`config.mk`:
```
export PLATFORM = sky130hd
export DESIGN_NAME = audio_sample_fifo
export DESIGN_NICKNAME = d
export VERILOG_FILES = /design/src/rtl/nextasic_audio_pkg.sv /design/src/rtl/sample_ram.sv /design/src/rtl/audio_sample_fifo.sv
export SDC_FILE = /design/constraint.sdc
export NUM_CORES = 1
export LEC_CHECK = 0
export CAP_MARGIN = 10
export CORE_AREA = 3 3 187 189
export CTS_BUF_LIST = sky130_fd_sc_hd__clkbuf_8
export DETAILED_ROUTE_END_ITERATION = 12
export DIE_AREA = 0 0 190 192
export PLACE_DENSITY = 0.81
export SETUP_SLACK_MARGIN = 0.05
export SYNTH_ARGS = -nofsm -noshare
export SYNTH_HDL_FRONTEND = slang
export SYNTH_SLANG_ARGS = --single-unit
```
`constraint.sdc`:
```
create_clock -name mon_clk -period 4.2 [get_ports mon_clk]
set_input_delay 0.84 -clock mon_clk [delete_from_list [all_inputs] [get_ports mon_clk]]
set_output_delay 0.84 -clock mon_clk [all_outputs]
set_load 0.1 [all_outputs]
```
`src/rtl/nextasic_audio_pkg.sv`:
```
// Shared constants and state encoding for the audio sample path.
package nextasic_audio_pkg;

  localparam int SAMPLE_W  = 32;
  localparam int DEF_DEPTH = 16;
  localparam int DEF_AW    = 4;
  localparam int DEF_BURST = 4;
  localparam int DEF_PRIME = 8;

  typedef enum logic [1:0] {
    ST_IDLE  = 2'd0,
    ST_PRIME = 2'd1,
    ST_PLAY  = 2'd2,
    ST_DRAIN = 2'd3
  } audio_fifo_state_t;

endpackage

```
`src/rtl/sample_ram.sv`:
```
// DEPTH x W register array: one synchronous write port, one asynchronous read port.
module sample_ram #(
  parameter int DEPTH = 16,
  parameter int AW    = 4,
  parameter int W     = 32
) (
  input  logic          i_clk,
  input  logic          i_we,
  input  logic [AW-1:0] i_waddr,
  input  logic [W-1:0]  i_wdata,
  input  logic [AW-1:0] i_raddr,
  output logic [W-1:0]  o_rdata
);

  logic [W-1:0] r_mem [DEPTH];

  always_ff @(posedge i_clk) begin
    if (i_we) r_mem[i_waddr] <= i_wdata;
  end

  assign o_rdata = r_mem[i_raddr];

endmodule

```
`src/rtl/audio_sample_fifo.sv`:
```
// Elastic sample buffer between packet decode and the I2S serializer, with
// prime/play/drain sequencing and burst request flow control toward the host.
module audio_sample_fifo
  import nextasic_audio_pkg::*;
#(
  parameter int DEPTH       = DEF_DEPTH,
  parameter int AW          = DEF_AW,
  parameter int BURST       = DEF_BURST,
  parameter int PRIME_LEVEL = DEF_PRIME
) (
  input  logic                mon_clk,
  input  logic                reset_n,
  input  logic                in_valid,
  input  logic [SAMPLE_W-1:0] in_data,
  input  logic                audio_starts,
  input  logic                audio_stop,
  input  logic                out_ready,
  output logic [SAMPLE_W-1:0] out_data,
  output logic                out_valid,
  output logic                audio_req,
  output logic [AW:0]         level,
  output logic                overflow,
  output logic                underrun
);

  localparam logic [AW:0] LP_DEPTH = (AW+1)'(DEPTH);
  localparam logic [AW:0] LP_BURST = (AW+1)'(BURST);
  localparam logic [AW:0] LP_PRIME = (AW+1)'(PRIME_LEVEL);

  audio_fifo_state_t r_state, w_state_nxt;

  logic [AW-1:0]       r_wptr, r_rptr;
  logic [AW:0]         r_level;
  logic [AW:0]         r_burst_cnt;
  logic                r_req, r_req_out;
  logic                r_ovf, r_udr;
  logic [SAMPLE_W-1:0] w_rdata;

  logic w_active, w_playing, w_empty, w_full;
  logic w_pop, w_push, w_drop, w_udr_evt, w_req_cond;

  assign w_active  = (r_state != ST_IDLE);
  assign w_playing = (r_state == ST_PLAY) || (r_state == ST_DRAIN);
  assign w_empty   = (r_level == '0);
  assign w_full    = (r_level == LP_DEPTH);

  // A flush wins over everything else happening in the same cycle.
  assign w_pop     = out_ready && w_playing && !w_empty && !audio_starts;
  assign w_push    = in_valid && w_active && !audio_starts && (!w_full || w_pop);
  assign w_drop    = in_valid && w_active && !audio_starts && w_full && !w_pop;
  assign w_udr_evt = out_ready && (r_state == ST_PLAY) && w_empty && !audio_starts;

  // Request only while fed and only if a whole burst still fits.
  assign w_req_cond = ((r_state == ST_PRIME) || (r_state == ST_PLAY)) && !r_req_out &&
                      !r_req && !audio_starts && ((LP_DEPTH - r_level) >= LP_BURST);

  sample_ram #(
    .DEPTH (DEPTH),
    .AW    (AW),
    .W     (SAMPLE_W)
  ) u_ram (
    .i_clk   (mon_clk),
    .i_we    (w_push),
    .i_waddr (r_wptr),
    .i_wdata (in_data),
    .i_raddr (r_rptr),
    .o_rdata (w_rdata)
  );

  always_comb begin
    w_state_nxt = r_state;
    unique case (r_state)
      ST_IDLE:  w_state_nxt = ST_IDLE;
      ST_PRIME: if (r_level >= LP_PRIME) w_state_nxt = ST_PLAY;
      ST_PLAY:  if (w_udr_evt) w_state_nxt = ST_PRIME;
      ST_DRAIN: if (w_empty) w_state_nxt = ST_IDLE;
      default:  w_state_nxt = ST_IDLE;
    endcase
    if (audio_stop && ((r_state == ST_PRIME) || (r_state == ST_PLAY)))
      w_state_nxt = ST_DRAIN;
    if (audio_starts)
      w_state_nxt = ST_PRIME;
  end

  always_ff @(posedge mon_clk or negedge reset_n) begin
    if (!reset_n) begin
      r_state     <= ST_IDLE;
      r_wptr      <= '0;
      r_rptr      <= '0;
      r_level     <= '0;
      r_burst_cnt <= '0;
      r_req       <= 1'b0;
      r_req_out   <= 1'b0;
      r_ovf       <= 1'b0;
      r_udr       <= 1'b0;
    end else begin
      r_state <= w_state_nxt;
      if (audio_starts) begin
        r_wptr      <= '0;
        r_rptr      <= '0;
        r_level     <= '0;
        r_burst_cnt <= '0;
        r_req       <= 1'b0;
        r_req_out   <= 1'b0;
        r_ovf       <= 1'b0;
        r_udr       <= 1'b0;
      end else begin
        if (w_push) r_wptr <= r_wptr + 1'b1;
        if (w_pop)  r_rptr <= r_rptr + 1'b1;
        if (w_push && !w_pop)      r_level <= r_level + 1'b1;
        else if (w_pop && !w_push) r_level <= r_level - 1'b1;
        if (w_drop)    r_ovf <= 1'b1;
        if (w_udr_evt) r_udr <= 1'b1;

        r_req <= w_req_cond;
        if (w_req_cond) begin
          r_req_out   <= 1'b1;
          r_burst_cnt <= '0;
        end else if (w_push && r_req_out) begin
          // The last word of a burst re-opens the request window.
          if (r_burst_cnt == LP_BURST - 1'b1) begin
            r_req_out   <= 1'b0;
            r_burst_cnt <= '0;
          end else begin
            r_burst_cnt <= r_burst_cnt + 1'b1;
          end
        end
      end
    end
  end

  assign out_valid = w_playing && !w_empty;
  assign out_data  = out_valid ? w_rdata : '0;
  assign audio_req = r_req;
  assign level     = r_level;
  assign overflow  = r_ovf;
  assign underrun  = r_udr;

endmodule

```
==> results of run 1 <==
timing repair:
item | 4_1_cts | 5_1_grt
endpoints found under the setup margin | 25 | 25
cloned | 0 | 0
setup buffers | 2 | 2
hold endpoints to repair | 0 | 0
hold buffers | 0 | 0
gates resized for setup | 3 | 2
pin swaps | 0 | 1
per-layer routing:
layer / GRT usage / wire length, um / vias up
li1: - / - / 4628
met1: 0.356 / 17600 / 5775
met2: 0.431 / 24200 / 549
met3: 0.0484 / 3540 / 92
met4: 0.0876 / 1170 / 2
met5: 0 / 14 / -
worst max-delay path: cells and delay by family, from the launching register on:
family | cells | cell delay, ns
fa+ha+maj | 1 | 0.22
simple gates | 2 | 0.28
flops | 1 | 0.47
compound gates | 3 | 1.16
buf+inv | 2 | 0.38
synth_stat cells, drive strengths merged, types with 3 or more instances:
library cell / instances
a211oi: 15
a2111oi: 10
o21ai: 11
nand4: 4
mux2: 3
or4: 3
a221o: 10
nor3: 5
nand2: 28
buf: 41
xnor2: 4
clkbuf: 12
nand3: 8
and2: 12
dfrtp: 24
inv: 14
nor4b: 3
nor2: 17
a21oi: 50
mux2i: 12
edfxtp: 512
ha: 18
mux4: 119
nor2b: 12
o31ai: 5
a22oi: 43
state kept, by name, summed over array words and instances (netlist names), 2 cells and up:
signal,flops
r_state,2
r_wptr,4
u_ram.r_mem,512
r_rptr,4
r_burst_cnt,5
level,5
area by class of cell:
class	count	area [sq um]
inverter	15	56.3
clock inverter	61	280
multi-input combinational	420	4880
clock buffer	86	1180
timing repair buffer	125	1690
antenna	1	2.50
sequential	536	16000
fill	1799	8810
tap	448	561
cells by family (layout without fill, tap and decap cells):
family / Yosys count / after routing / share of synthesized area
buf+inv: 68 / 287 / 0.0144
xor+xnor: 4 / 4 / 0.00166
fa+ha+maj: 19 / 19 / 0.0116
simple gates: 102 / 102 / 0.0254
compound gates: 161 / 161 / 0.0534
mux: 134 / 134 / 0.135
other cells: 0 / 1 / 0
flops: 536 / 536 / 0.759
where the power goes:
part           switching [mW]  internal [mW]
registers               0.120           5.99
logic                    2.15           1.34
clock network            1.89           1.96
path summary, 6_finish.rpt:
kind / depth (start not counted) / end
max: 8 / out_data[23]
min reg2reg: 1 / overflow
max in group asynchronous: 2 / r_rptr[0]
min: 1 / audio_req
min in group mon_clk: 1 / overflow
max reg2reg: 10 / level[4]
stage by stage:
stage	cell area [sq um]	power [mW]	hold slack, ns
CTS	24600	13.5	0.523
global route	24600	13.9	0.498
floorplan	21100	8.51	0.511
detailed placement	23000	9.64	0.505
finish	24600	13.4	0.493
global placement	23000	9.58	0.503
==> results_tabular.tex, run 1 <==
\begin{tabular}{lr}
\hline
Metric & Value \\
\hline
\multicolumn{2}{l}{\textbf{Status}} \\
\quad Status & finished, final reports clean \\
\multicolumn{2}{l}{\textbf{Synthesis}} \\
\quad Count of flip-flops with a built-in enable after synthesis & 512 \\
\quad Netlist cell types & 55 \\
\quad Synthesized area & between 20000 and 25000 sq um \\
\quad Share of synthesized area occupied by flip-flops and latches & 0.759 \\
\quad Synthesized area divided by synthesized cell count & 20.6 sq um \\
\quad Number of synthesis warnings & 0 \\
\quad Seq cells post-synth & 536 \\
\quad Async SR Flop Fraction & 0.0448 \\
\quad Prevailing post-synth register cell & edfxtp\_1 \\
\quad Cell type with the largest total area after synthesis & edfxtp\_1 \\
\quad Cell types occupying the most area after synthesis & edfxtp\_1, mux4\_2, dfrtp\_1 \\
\quad Area share of the leading cell type in the synthesized netlist & 0.730 \\
\quad Count of mapped cells out of synthesis & 1024 \\
\quad Post-Synthesis Net Count & 1081 \\
\multicolumn{2}{l}{\textbf{Flow run}} \\
\quad Reported max-cap violation count & 0 \\
\multicolumn{2}{l}{\textbf{CTS}} \\
\quad Reg clk slew, reported paths & 0.06 ns \\
\quad Sink count of the clock tree & 536 \\
\quad Clock root cell & clkbuf\_8 \\
\quad Buffer depth of the longest clock path & 3 \\
\quad Clock tree from TritonCTS & yes \\
\quad H-tree level count & 3 \\
\quad Number of buffers created by CTS & 83 \\
\quad Clock latency on the worst-skew pair & 0.61 ns \\
\multicolumn{2}{l}{\textbf{Power}} \\
\quad Reported leakage power & 7.95 nW \\
\quad Worst vdd rail ir drop & 0.362 mV \\
\quad Pwr per Cell Area & 546 nW/um\^{}2 \\
\multicolumn{2}{l}{\textbf{Global route}} \\
\quad Global route overflow & 0 \\
\quad Number of global-route vias before repair & 11400 \\
\quad Number of antenna violations at the first check in global routing & 2 \\
\quad GRT Resource Usage Total & 0.260 \\
\quad Global-route wire length before repair & 69.5 mm \\
\quad Largest net degree at the start of global routing & 86 \\
\multicolumn{2}{l}{\textbf{Setup path}} \\
\quad Critical Setup Path Class & flip-flop to output port \\
\quad FF-to-FF Start & level[2] \\
\quad CP Max Fanout & 9 \\
\quad CP max-delay cell & a2111oi\_0 \\
\quad Data required time of the critical path & 3.36 ns \\
\quad Worst Path Arrival & 3.11 ns \\
\quad Worst path cell trace & nor4\_2 -> ha\_1 -> o21bai\_4 -> inv\_2 -> nand2\_1 -> a2111oi\_0 -> a221o\_1 -> buf\_12 \\
\quad Category of the worst setup path launch point & flip-flop \\
\quad Worst setup slack for register-to-register paths & $\sim$0.65 ns \\
\quad Worst stage delay on the critical path & 0.62 ns \\
\quad CP Launch Point & level[2] \\
\quad Critical path capture point type & output port \\
\multicolumn{2}{l}{\textbf{Cells and area}} \\
\quad Nets & 1238 \\
\quad Commonest non-fill, non-tap cell in the layout & edfxtp\_1 \\
\quad Number of standard cells in the final layout excluding fillers & 1692 \\
\quad Fraction of layout cells with a size suffix above 1 & 0.269 \\
\quad Finished Core Util & 0.737 \\
\quad Highest-count cells in the layout ignoring fill and taps & edfxtp\_1, mux4\_2, clkbuf\_8 \\
\quad Layout Area Growth over Synthesis & 17.0\% \\
\multicolumn{2}{l}{\textbf{STA}} \\
\quad Part of the cycle the worst path needs & 0.940 \\
\quad Final setup violation count & 0 \\
\quad Setup repair after global routing missed its margin & no \\
\quad Least-Margin Pin Slew & 1.00 ns \\
\quad Number of hold-slack violations in the final timing report & 0 \\
\quad F\_max & 253 MHz \\
\quad Number of max-slew violations in the final report & 0 \\
\quad Slew headroom & 0.330 \\
\quad Shortest period the worst path allows & 3.95 ns \\
\quad Clock skew & 0.0253 ns \\
\quad Sum of negative setup slack & 0 ns \\
\quad Final setup margin & 0.253 ns \\
\multicolumn{2}{l}{\textbf{Die}} \\
\quad Initial core utilization & 0.629 \\
\quad Number of rows created at floorplan & 67 \\
\quad Full die area & 36500 sq um \\
\quad Placeable core region & around 33000 sq um \\
\quad Die height & $\sim$190 um \\
\quad Top-level I/O count & 79 \\
\quad Die boundary width & 190 um \\
\multicolumn{2}{l}{\textbf{Routing}} \\
\quad Total Wirelength & 46.5 mm \\
\quad Number of nets still failing antenna checks after routing & 0 \\
\quad Routed vias & 11000 \\
\quad DRC & 0 \\
\quad Drt via density & 6.53 \\
\quad Iteration-0 DRC count of the detailed router & 1288 \\
\quad Drt first pass iters & 7 \\
\quad Routed wirelength normalized by instance count & approximately 28 um \\
\multicolumn{2}{l}{\textbf{Place}} \\
\quad Final Wtd Congestion & roughly 0.76 \\
\quad Sum of net half-perimeters after detailed placement & 25.1 mm \\
\quad Pre-CTS setup slack & around 0.38 ns \\
\quad Placed cell count & around 1500 \\
\quad Port Buffers & between 70 and 80 \\
\multicolumn{2}{l}{\textbf{Min path}} \\
\quad Hold/Removal Path Class & input pin to asynchronous set/reset pin \\
\hline
\end{tabular}
No activity file was read; power rests on OpenSTA's default activity.
==> inputs of run 2 (changes only) <==
ABC_AREA = 1   (was unset)
CORE_AREA = 3 3 193 195   (was 3 3 187 189)
DIE_AREA = 0 0 196 198   (was 0 0 190 192)
==> run 2 against run 1 <==
Net effect:
- clock skew shrank 0.0012 ns
- via count grew 42%
- synthesized cell count grew 96%
- sequential power grew 1%
- die area grew 6.4%
- sequential cell count is the same
- cell count grew 56%
- critical path type unchanged
- critical endpoint is now out_data[28]
==> results_tabular.tex, run 2 <==
\begin{tabular}{lr}
\hline
Metric & Value \\
\hline
\multicolumn{2}{l}{\textbf{Cells and area}} \\
\quad Flip-flop count of the largest register after layout & approximately 510 \\
\quad Largest register by flop count & u\_ram.r\_mem \\
\quad Number of antenna repair diodes & 0 \\
\quad Fraction of layout cells with a size suffix above 1 & 0.117 \\
\quad Commonest non-fill, non-tap cell in the layout & nand2\_1 \\
\quad Layout Area Growth over Synthesis & 16.6\% \\
\quad Nets & 2176 \\
\quad Highest-count cells in the layout ignoring fill and taps & nand2\_1, edfxtp\_1, nor2\_1 \\
\quad FILL cells & 2191 \\
\multicolumn{2}{l}{\textbf{Global route}} \\
\quad Global-route wire length before repair & around 86 mm \\
\quad Number of antenna violations at the first check in global routing & 1 \\
\quad GRT Resource Usage Total & 0.287 \\
\quad Global route overflow & 0 \\
\quad Largest net degree at the start of global routing & 107 \\
\quad Number of global-route vias before repair & roughly 16000 \\
\multicolumn{2}{l}{\textbf{Synthesis}} \\
\quad Cell type with the largest total area after synthesis & edfxtp\_1 \\
\quad Synth top cells by count & nand2\_1, edfxtp\_1, nor2\_1, nand3\_1, o21ai\_0 \\
\quad Cell with the most instances after synthesis & nand2\_1 \\
\quad Seq cells post-synth & 536 \\
\quad Async SR Flop Fraction & 0.0448 \\
\quad Cell types occupying the most area after synthesis & edfxtp\_1, nand2\_1, nand3\_1 \\
\quad Synthesized area divided by synthesized cell count & 11.2 sq um \\
\quad Netlist cell types & 22 \\
\quad Post-Synthesis Net Count & 2069 \\
\quad Prevailing post-synth register cell & edfxtp\_1 \\
\quad Count of flip-flops with a built-in enable after synthesis & between 500 and 600 \\
\quad Number of synthesis warnings & 0 \\
\quad Count of mapped cells out of synthesis & slightly above 2000 \\
\quad Synthesized area & 22500 sq um \\
\quad Area share of the leading cell type in the synthesized netlist & 0.685 \\
\quad Share of synthesized area occupied by flip-flops and latches & 0.711 \\
\multicolumn{2}{l}{\textbf{Place}} \\
\quad Final Wtd Congestion & 0.834 \\
\quad Sum of net half-perimeters after detailed placement & 30.2 mm \\
\quad Port Buffers & 78 \\
\multicolumn{2}{l}{\textbf{CTS}} \\
\quad H-tree level count & 3 \\
\quad Buffer depth of the longest clock path & 3 \\
\quad Post-CTS Hold Fix Bufs & 0 \\
\quad Clock root cell & clkbuf\_8 \\
\quad Post-cts repair resize count & 0 \\
\quad Reg clk slew, reported paths & 0.06 ns \\
\quad Sink count of the clock tree & between 500 and 600 \\
\quad Number of buffers created by CTS & 82 \\
\quad Clock tree from TritonCTS & yes \\
\quad Setup fix buffers added after clock tree synthesis & 0 \\
\quad Clock latency on the worst-skew pair & about 0.64 ns \\
\multicolumn{2}{l}{\textbf{Setup path}} \\
\quad Critical path capture point type & output port \\
\quad Data required time of the critical path & 3.36 ns \\
\quad FF-to-FF Start & level[2] \\
\quad Critical Setup Path Class & flip-flop to output port \\
\quad Category of cells accounting for the largest share of critical-path delay & flip-flops \\
\quad Worst stage delay on the critical path & approximately 0.85 ns \\
\quad Worst setup slack for register-to-register paths & 1.34 ns \\
\quad Reg-to-Reg End & u\_ram.r\_mem[2][21] \\
\quad Dominant cell type by count on the critical path & nand2\_1 \\
\quad Worst Path Arrival & 3.07 ns \\
\quad Worst path cell trace & buf\_4 -> nand2\_1 -> nand2\_1 -> nand2\_1 -> nand3\_1 -> nand3\_1 -> a21oi\_4 -> buf\_12 \\
\quad CP max-delay cell & dfrtp\_4 \\
\quad Number of cells traversed by the worst register-to-register path & 12 \\
\quad Number of buffer and inverter stages on the critical path & 2 \\
\quad Category of the worst setup path launch point & flip-flop \\
\quad CP Max Fanout & 46 \\
\multicolumn{2}{l}{\textbf{Flow run}} \\
\quad Reported max-cap violation count & 0 \\
\multicolumn{2}{l}{\textbf{Die}} \\
\quad Die height & 198 um \\
\quad Number of rows created at floorplan & 69 \\
\quad Initial core utilization & 0.631 \\
\quad Top-level I/O count & a little under 80 \\
\quad Full die area & $\sim$39000 sq um \\
\quad Placeable core region & 35600 sq um \\
\quad Die boundary width & 196 um \\
\multicolumn{2}{l}{\textbf{Status}} \\
\quad Status & finished, final reports clean \\
\multicolumn{2}{l}{\textbf{Min path}} \\
\quad Hold Crit Endpoint & overflow \\
\quad Cell count of the worst hold path & 1 \\
\quad Hold/Removal Path Class & flip-flop to flip-flop \\
\quad Startpoint of the lowest-slack hold path & overflow \\
\multicolumn{2}{l}{\textbf{STA}} \\
\quad F\_max & 256 MHz \\
\quad Sum of negative setup slack & 0 ns \\
\quad Part of the cycle the worst path needs & 0.930 \\
\quad Shortest period the worst path allows & just under 4 ns \\
\quad Least-Margin Pin Slew & 1.01 ns \\
\quad Fin Hold WS & 0.521 ns \\
\quad Clock skew & about 0.024 ns \\
\quad Setup repair after global routing missed its margin & no \\
\quad Number of hold-slack violations in the final timing report & 0 \\
\quad Slew headroom & 0.325 \\
\quad Final setup violation count & 0 \\
\quad Number of max-slew violations in the final report & 0 \\
\multicolumn{2}{l}{\textbf{Power}} \\
\quad Reported leakage power & 9.84 nW \\
\quad Pwr per Cell Area & about 560 nW/um\^{}2 \\
\quad Worst vdd rail ir drop & about 0.65 mV \\
\multicolumn{2}{l}{\textbf{Routing}} \\
\quad Number of nets still failing antenna checks after routing & 0 \\
\quad Routed vias & around 16000 \\
\quad Routed wirelength normalized by instance count & 20.9 um \\
\quad Total Wirelength & around 55 mm \\
\quad Drt via density & 5.95 \\
\quad DRC & 0 \\
\quad Iteration-0 DRC count of the detailed router & between 1500 and 2000 \\
\quad Drt first pass iters & 5 \\
\hline
\end{tabular}
## run 2: worst register-to-register path, stage by stage (launching register included)
cell and delay, ns:
dfrtp_2 0.42, nor2_1 0.06, nand2_1 0.10, inv_1 0.07, ha_1 0.24, inv_1 0.10
nand4_1 0.13, nand2_1 0.15, nand2_1 0.12, inv_1 0.20, nand2_1 0.29, nor2_4 0.17
buf_4 0.46
## run 2: per-stage QoR
stage | power [mW] | setup slack (ns) | instances | util | cell area, sq um
final | 14.5 | 0.294 | 2643 | 0.736 | 26200
after global routing | 15.1 | 0.171 | 2643 | 0.736 | 26200
after CTS | 14.6 | 0.278 | 2643 | 0.736 | 26200
after detailed placement | 10.5 | 0.876 | 2496 | 0.692 | 24600
after global placement | 10.4 | 0.974 | 2496 | 0.692 | 24600
after floorplan | 9.24 | 0.0522 | 2012 | - | 22800
## run 2: power by group
part,switching [mW],internal (mW)
clock network,1.98,2.11
registers,0.162,6.04
logic,2.99,1.26
## run 2: how the worst max path moves through the flow
stage	startpoint	endpoint	slack, ns	depth (start not counted)
after floorplan	level[4]	out_data[10]	0.05	6
final	r_rptr[0]	out_data[28]	0.29	8
after global placement	audio_starts	u_ram.r_mem[6][5]	0.97	9
after global routing	r_rptr[0]	out_data[28]	0.17	9
after CTS	r_rptr[0]	out_data[28]	0.28	9
after detailed placement	audio_starts	u_ram.r_mem[6][5]	0.88	9
## run 2: cells by family after synthesis
logic type,count (synthesis),share of synthesized area
AND/OR/NAND/NOR,1058,0.191
buffers and inverters,210,0.0429
XOR/XNOR,7,0.00273
adder cells (fa/ha/maj),19,0.0109
flip-flops,536,0.711
AO/OA/AOI/OAI,182,0.0408
## run 2: cell type report
class	instances	area (sq um)	area share
Inverter	99	379	0.0145
Clock inverter	60	345	0.0132
Multi-Input combinational cell	1266	5990	0.229
Clock buffer	87	1200	0.0458
Sequential cell	536	16000	0.611
Timing Repair Buffer	134	1690	0.0647
Tap cell	461	577	0.0220
## run 2: routing by layer
metal,vias up,GRT usage,share of wire
met3,155,0.0597,0.11
met5,-,0,0.00020
li1,7092,-,-
met2,984,0.461,0.48
met4,2,0.126,0.036
met1,7495,0.387,0.37
==> inputs of run 3 (changes only) <==
SKIP_LAST_GASP = 1   (was unset)
==> results of run 3 <==
Final layout, timing and power as in run 2 (identical DEF).
